### config.mk
export PLATFORM = sky130hd
export DESIGN_NAME = pulse_width_monitor
export DESIGN_NICKNAME = d
export VERILOG_FILES = /design/src/rtl/pulse_width_monitor.sv
export SDC_FILE = /design/constraint.sdc
export NUM_CORES = 1
export LEC_CHECK = 0
export ABC_AREA = 1
export CAP_MARGIN = 30
export CORE_UTILIZATION = 30
export DETAILED_ROUTE_END_ITERATION = 10
export PLACE_DENSITY = 0.56
export SLEW_MARGIN = 25
export SYNTH_ARGS = -nofsm -noshare
export SYNTH_HDL_FRONTEND = slang
export SYNTH_SLANG_ARGS = --single-unit
### constraint.sdc
create_clock -name clk -period 3.1 [get_ports clk]
set_input_delay 0.31 -clock clk [delete_from_list [all_inputs] [get_ports clk]]
set_output_delay 0.31 -clock clk [all_outputs]
set_load 0.01 [all_outputs]
### src/rtl/pulse_width_monitor.sv
// -----------------------------------------------------------------------------
// pulse_width_monitor
//
// Self-checking sink for a pulse train. pulse_in is synchronised into clk, then
// every high and low phase is measured in clk cycles. Each full period
// (low phase followed by high phase) is reported at the falling edge that ends
// the high phase, and both widths are checked against EXP_x +/- TOL.
//
// Ports
//   clk          in   sampling clock
//   reset_n      in   synchronous, active-low reset
//   enable       in   1 = monitor runs; 0 = back to IDLE, results held
//   pulse_in     in   asynchronous pulse train
//   high_width   out  last completed high-phase width (CNT_W)
//   low_width    out  last completed low-phase width (CNT_W)
//   width_valid  out  1-cycle strobe when high_width/low_width update
//   err_high     out  sticky: a high phase fell outside EXP_HIGH +/- TOL
//   err_low      out  sticky: a low phase fell outside EXP_LOW +/- TOL
//   period_cnt   out  completed periods since reset, saturating (CNT_W)
//   locked       out  1 while measuring (LOW or HIGH state)
//   stuck        out  only with PULSE_MON_STUCK_DET_EN: sticky, set when a
//                     phase counter saturates
//
// Configuration macro: PULSE_MON_STUCK_DET_EN
//   defined     : saturating phase counter sets stuck, FSM re-aligns
//   not defined : saturated counter holds until the next edge
// -----------------------------------------------------------------------------
module pulse_width_monitor #(
  parameter int CNT_W       = 16,
  parameter int EXP_HIGH    = 10,
  parameter int EXP_LOW     = 10,
  parameter int TOL         = 1,
  parameter int SYNC_STAGES = 2
) (
  input  logic             clk,
  input  logic             reset_n,
  input  logic             enable,
  input  logic             pulse_in,
  output logic [CNT_W-1:0] high_width,
  output logic [CNT_W-1:0] low_width,
  output logic             width_valid,
  output logic             err_high,
  output logic             err_low,
  output logic [CNT_W-1:0] period_cnt,
  output logic             locked
`ifdef PULSE_MON_STUCK_DET_EN
  ,
  output logic             stuck
`endif
);

  typedef enum logic [1:0] {
    ST_IDLE,
    ST_ALIGN,
    ST_LOW,
    ST_HIGH
  } state_t;

  localparam logic [CNT_W-1:0] CNT_MAX = '1;
  localparam logic [CNT_W-1:0] CNT_ONE = CNT_W'(1);

  // Lower tolerance bound clamps at zero.
  localparam int HIGH_LO = (EXP_HIGH > TOL) ? EXP_HIGH - TOL : 0;
  localparam int HIGH_HI = EXP_HIGH + TOL;
  localparam int LOW_LO  = (EXP_LOW > TOL) ? EXP_LOW - TOL : 0;
  localparam int LOW_HI  = EXP_LOW + TOL;

  // A saturated width is never trusted, even if the window would contain it.
  function automatic logic out_of_tol(input logic [CNT_W-1:0] w,
                                      input int lo, input int hi);
    int wi;
    wi = int'(w);
    return (wi < lo) || (wi > hi) || (w == CNT_MAX);
  endfunction

  state_t                 state_q, state_d;
  logic [SYNC_STAGES-1:0] sync_q;
  logic                   ps, ps_d;
  logic                   rise, fall;
  logic [CNT_W-1:0]       cnt;
  logic [CNT_W-1:0]       low_meas;
  logic                   cnt_sat;
  logic [CNT_W-1:0]       cnt_inc;

  assign ps      = sync_q[SYNC_STAGES-1];
  assign rise    = ps & ~ps_d;
  assign fall    = ~ps & ps_d;
  assign cnt_sat = (cnt == CNT_MAX);
  assign cnt_inc = cnt_sat ? cnt : cnt + CNT_ONE;
  assign locked  = (state_q == ST_LOW) || (state_q == ST_HIGH);

  // Synchroniser and edge-detect history.
  // NOTE: sequential state uses non-blocking assignments so every flop samples
  // the pre-edge value of its neighbours; blocking here would collapse the chain.
  always_ff @(posedge clk) begin
    if (!reset_n) begin
      sync_q <= '0;
      ps_d   <= 1'b0;
    end else begin
      sync_q <= {sync_q[SYNC_STAGES-2:0], pulse_in};
      ps_d   <= ps;
    end
  end

  always_ff @(posedge clk) begin
    if (!reset_n) state_q <= ST_IDLE;
    else          state_q <= state_d;
  end

  // NOTE: state_d gets its default before the case so no path leaves it
  // unassigned, which would otherwise infer a latch.
  always_comb begin
    state_d = state_q;
    if (!enable) begin
      state_d = ST_IDLE;
    end else begin
      case (state_q)
        ST_IDLE:  state_d = ST_ALIGN;
        ST_ALIGN: if (fall) state_d = ST_LOW;
        ST_LOW: begin
          if (rise) state_d = ST_HIGH;
`ifdef PULSE_MON_STUCK_DET_EN
          else if (cnt_sat) state_d = ST_ALIGN;
`endif
        end
        ST_HIGH: begin
          if (fall) state_d = ST_LOW;
`ifdef PULSE_MON_STUCK_DET_EN
          else if (cnt_sat) state_d = ST_ALIGN;
`endif
        end
        default:  state_d = ST_IDLE;
      endcase
    end
  end

  // Phase counter and reported results. The counter is loaded with 1 on the
  // edge cycle so a stored width equals the number of cycles ps held the level.
  always_ff @(posedge clk) begin
    if (!reset_n) begin
      cnt         <= '0;
      low_meas    <= '0;
      high_width  <= '0;
      low_width   <= '0;
      width_valid <= 1'b0;
      err_high    <= 1'b0;
      err_low     <= 1'b0;
      period_cnt  <= '0;
`ifdef PULSE_MON_STUCK_DET_EN
      stuck       <= 1'b0;
`endif
    end else begin
      width_valid <= 1'b0;
      if (!enable) begin
        // In-flight period is dropped; results and errors hold.
        cnt <= '0;
      end else begin
        case (state_q)
          ST_ALIGN: cnt <= fall ? CNT_ONE : '0;
          ST_LOW: begin
            if (rise) begin
              low_meas <= cnt;
              cnt      <= CNT_ONE;
            end
`ifdef PULSE_MON_STUCK_DET_EN
            else if (cnt_sat) begin
              stuck <= 1'b1;
              cnt   <= '0;
            end
`endif
            else cnt <= cnt_inc;
          end
          ST_HIGH: begin
            if (fall) begin
              high_width  <= cnt;
              low_width   <= low_meas;
              width_valid <= 1'b1;
              err_high    <= err_high | out_of_tol(cnt, HIGH_LO, HIGH_HI);
              err_low     <= err_low  | out_of_tol(low_meas, LOW_LO, LOW_HI);
              if (period_cnt != CNT_MAX) period_cnt <= period_cnt + CNT_ONE;
              cnt         <= CNT_ONE;
            end
`ifdef PULSE_MON_STUCK_DET_EN
            else if (cnt_sat) begin
              stuck <= 1'b1;
              cnt   <= '0;
            end
`endif
            else cnt <= cnt_inc;
          end
          default: cnt <= '0;
        endcase
      end
    end
  end

endmodule

==> impl_metrics.toml <==
[die]
start_util_pct = 30.73
die_w_um = 115.5
rows = 41
io_pins = 56
dieArea_um2 = 13330
core_area_um2 = 12570
die_y_um = 115.5

[critical_path]
critPathCaptureType = "flip-flop"
required_ns = 3.30
crit_fanout = 15
start_kind = "flip-flop"
crit_path_start = "period_cnt[0]$_SDFFE_PN0P_"
cp_slowest_cell = "dfxtp_1"
crit_top_cell = "nand2_4"
max_stage_delay_ns = 0.42
path_class = "reg -> reg"
timing.rr.start = "period_cnt[0]$_SDFFE_PN0P_"
cp.arrival_ns = 2.12
path_cells = "ha_1 > nand3_2 > nor2_4 > nand2_4 > nor2_8 > nand2_4 > nand2_4 > inv_2 > nand2_1 > a21oi_1"
r2r_slack_ns = 1.18
crit_family = "simple AND/OR/NAND/NOR gates"
path_buf_inv = 1

[synth]
ys_seq_elements = 88
synth_largest_area_cell = "dfxtp_1"
netlist.area_leader.share_pct = 45.61
yosysUniqueCellTypes = 38
yosysSeqAreaShare_pct = 45.61
avgSynthCellArea_um2 = 7.756
syn_area_um2 = 3862
ys_warn_count = 0
synth_cells = 498
synth_area_leaders = "dfxtp_1 (46%), nor2_1 (7.6%), nand2_1 (6.7%)"
synthesis.nets = 505

[placed_design]
place_area_um2 = 4514
io_buffers = 55
gp_congestion = 0.8903
dp_slack_ns = 0.9275
hpwlAfterDp_um = 6646

[finish]
antenna_cells = 0
fin_nets = 554
layout-drive-gt1-share_pct = 9.964
area_growth_syn_to_layout_pct = 25.62
fin_area_um2 = 4852

[power]
p_seq_share_pct = 47.4
p_int_w = 0.001929
switching_share_pct = 19.37
max-vdd-ir-drop_mv = 0.2627
p_comb_share_pct = 1.2
power_density_nw_per_um2 = 493.2
power.share.clock_pct = 51.3
p_leak_nw = 1.833
p_sw_w = 0.0004634

[timing]
worstMarginPinSlew_ns = 0.6214
skew_ns = 0.007019
finalMaxSlewViolations = 0
tns_ns = 0
period_minus_slack_ns = 1.921
final_hold_viol_count = 0
slew_headroom_pct = 58.53
setup_viol = 0
fin_crit_sh_pct = 61.98
rsz0062_at_grt = "no"
max_freq_mhz = 520.5
setup_slack_ns = 1.179

[global_route]
grt_pass1_wl_um = 15960
grt_use_total_pct = 15.42
antenna_found_initial = 0
overflow = 0
grt_max_degree = 58
grt_pass1_vias = 3250

[hold_path]
hold_start = "sync_q[0]$_SDFF_PN0_"
hold_class = "reg -> reg"

[clock_network]
cts-htree-levels = 3
clk_latency_ns = 0.35
cts_setup_buffers = 0
root_buffer = "clkbuf_16"
ctsResizeCount = 0
numCtsBuffers = 9
clock_path_buffers = 2
clock_sinks = 88
cts_tree = "built"
path_clk_slew_ns = 0.06
cts-hold-fix-buffers = 0

[routing]
routed_wl_um = 9347
drt-initial-drc-count = 310
post_drt_wl_per_cell_um = 12.91
post_drt_via_cell_ratio = 4.570
vias = 3309
dr.pass1.iters = 4
drt.antenna.violating_nets = 0
drc = 0

[job]
cap_violations = 0

[run_status]
status = "completed"
-- area by class of cell --
type	instances	area [µm²]
fill	1294	7716
sequential	88	1762
clock inverter	5	105.1
inverter	45	168.9
tap	172	215.2
clock buffer	11	232.7
multi-input combinational	344	1788
timing repair buffer	59	580.6
-- per-layer routing --
metal  vias up  track usage, %  part of all wire (%)
met5         -               0                     0
met4         0           7.446                   1.9
met3        14           3.243                   3.8
met2        62           23.39                    44
met1      1505           20.83                    50
li1       1728               -                     -
-- flip-flops by register name, indices dropped and copies added (netlist names) --
signal and count:
width_valid 1, state_q 2, low_meas 16, ps_d 1, low_width 16, sync_q 2, cnt 16, err_high 1
err_low 1, period_cnt 16, high_width 16
-- placed cells by master (no fill, tap or decap), drive strengths merged --
master / synthesis / final
and3b: 1 / 1
nand2: 78 / 78
a31o: 1 / 1
a211oi: 2 / 2
a21oi: 51 / 51
clkbuf: 8 / 11
nor4: 6 / 6
nand3: 26 / 26
o211ai: 2 / 2
nor3b: 1 / 1
nor2: 84 / 84
nor3: 10 / 10
buf: 12 / 4
o21ai: 54 / 54
clkdlybuf4s50: 0 / 55
nand4: 5 / 5
ha: 3 / 3
inv: 45 / 45
dfxtp: 88 / 88
clkinvlp: 0 / 2
bufinv: 0 / 3
xnor2: 6 / 6
o21a: 1 / 1
xor2: 11 / 11
a31oi: 2 / 2
-- synthesized netlist by cell type (all sizes together) --
| cell type | instances |
|---|---|
| xnor2 | 6 |
| and3b | 1 |
| nor3b | 1 |
| dfxtp | 88 |
| o21ai | 54 |
| a211oi | 2 |
| o21a | 1 |
| nand2 | 78 |
| inv | 45 |
| xor2 | 11 |
| a21oi | 51 |
| nand3 | 26 |
| nand4 | 5 |
| a31o | 1 |
| buf | 12 |
| dlygate4sd1 | 1 |
| ha | 3 |
| clkbuf | 8 |
| a31oi | 2 |
| nor4 | 6 |
| o211ai | 2 |
| nor2 | 84 |
| nor3 | 10 |
-- path summary, 6_finish.rpt --
check | to | cells after the start
setup / recovery | period_cnt[11]$_SDFFE_PN0P_ | 10
hold / removal | sync_q[1]$_SDFF_PN0_ | 2
setup reg to reg | period_cnt[11]$_SDFFE_PN0P_ | 10
hold reg to reg | sync_q[1]$_SDFF_PN0_ | 2
-- through the flow --
stage,cells,power (W),hold WS [ns],util (%)
CTS,724,0.002418,0.4314,38.61
global placement,708,0.001189,0.4075,35.92
detailed placement,708,0.001190,0.4146,35.92
finish,724,0.002393,0.4245,38.61
global route,724,0.002476,0.4520,38.61
floorplan,498,0.001180,0.3905,-
-- power groups by stage --
| stage | clock network, W | logic (W) | registers (W) |
|---|---|---|---|
| 6_report | 0.00123 | 0.0000297 | 0.00113 |
| 4_1_cts | 0.00125 | 0.0000302 | 0.00113 |
| 3_5_place_dp | 0 | 0.0000303 | 0.00116 |
| 3_3_place_gp | 0 | 0.0000296 | 0.00116 |
| 2_1_floorplan | 0 | 0.0000207 | 0.00116 |
| 5_1_grt | 0.00131 | 0.0000337 | 0.00113 |
-- logic make-up (layout without fill, tap and decap cells) --
family	after synthesis	after routing	synth area share (%)
AO/OA/AOI/OAI	113	113	16.20
flip-flops	88	88	45.61
buffers and inverters	66	120	8.098
adder cells (fa/ha/maj)	3	3	0.9719
XOR/XNOR	17	17	3.855
AND/OR/NAND/NOR	211	211	25.27
-- worst reg2reg max path, cell delays in order, from the launching register on --
cell and delay, ns:
dfxtp_1 0.42, ha_1 0.23, nand3_2 0.15, nor2_4 0.18, nand2_4 0.09, nor2_8 0.11
nand2_4 0.11, nand2_4 0.20, inv_2 0.12, nand2_1 0.10, a21oi_1 0.07
(Power assumes the default switching activity.)
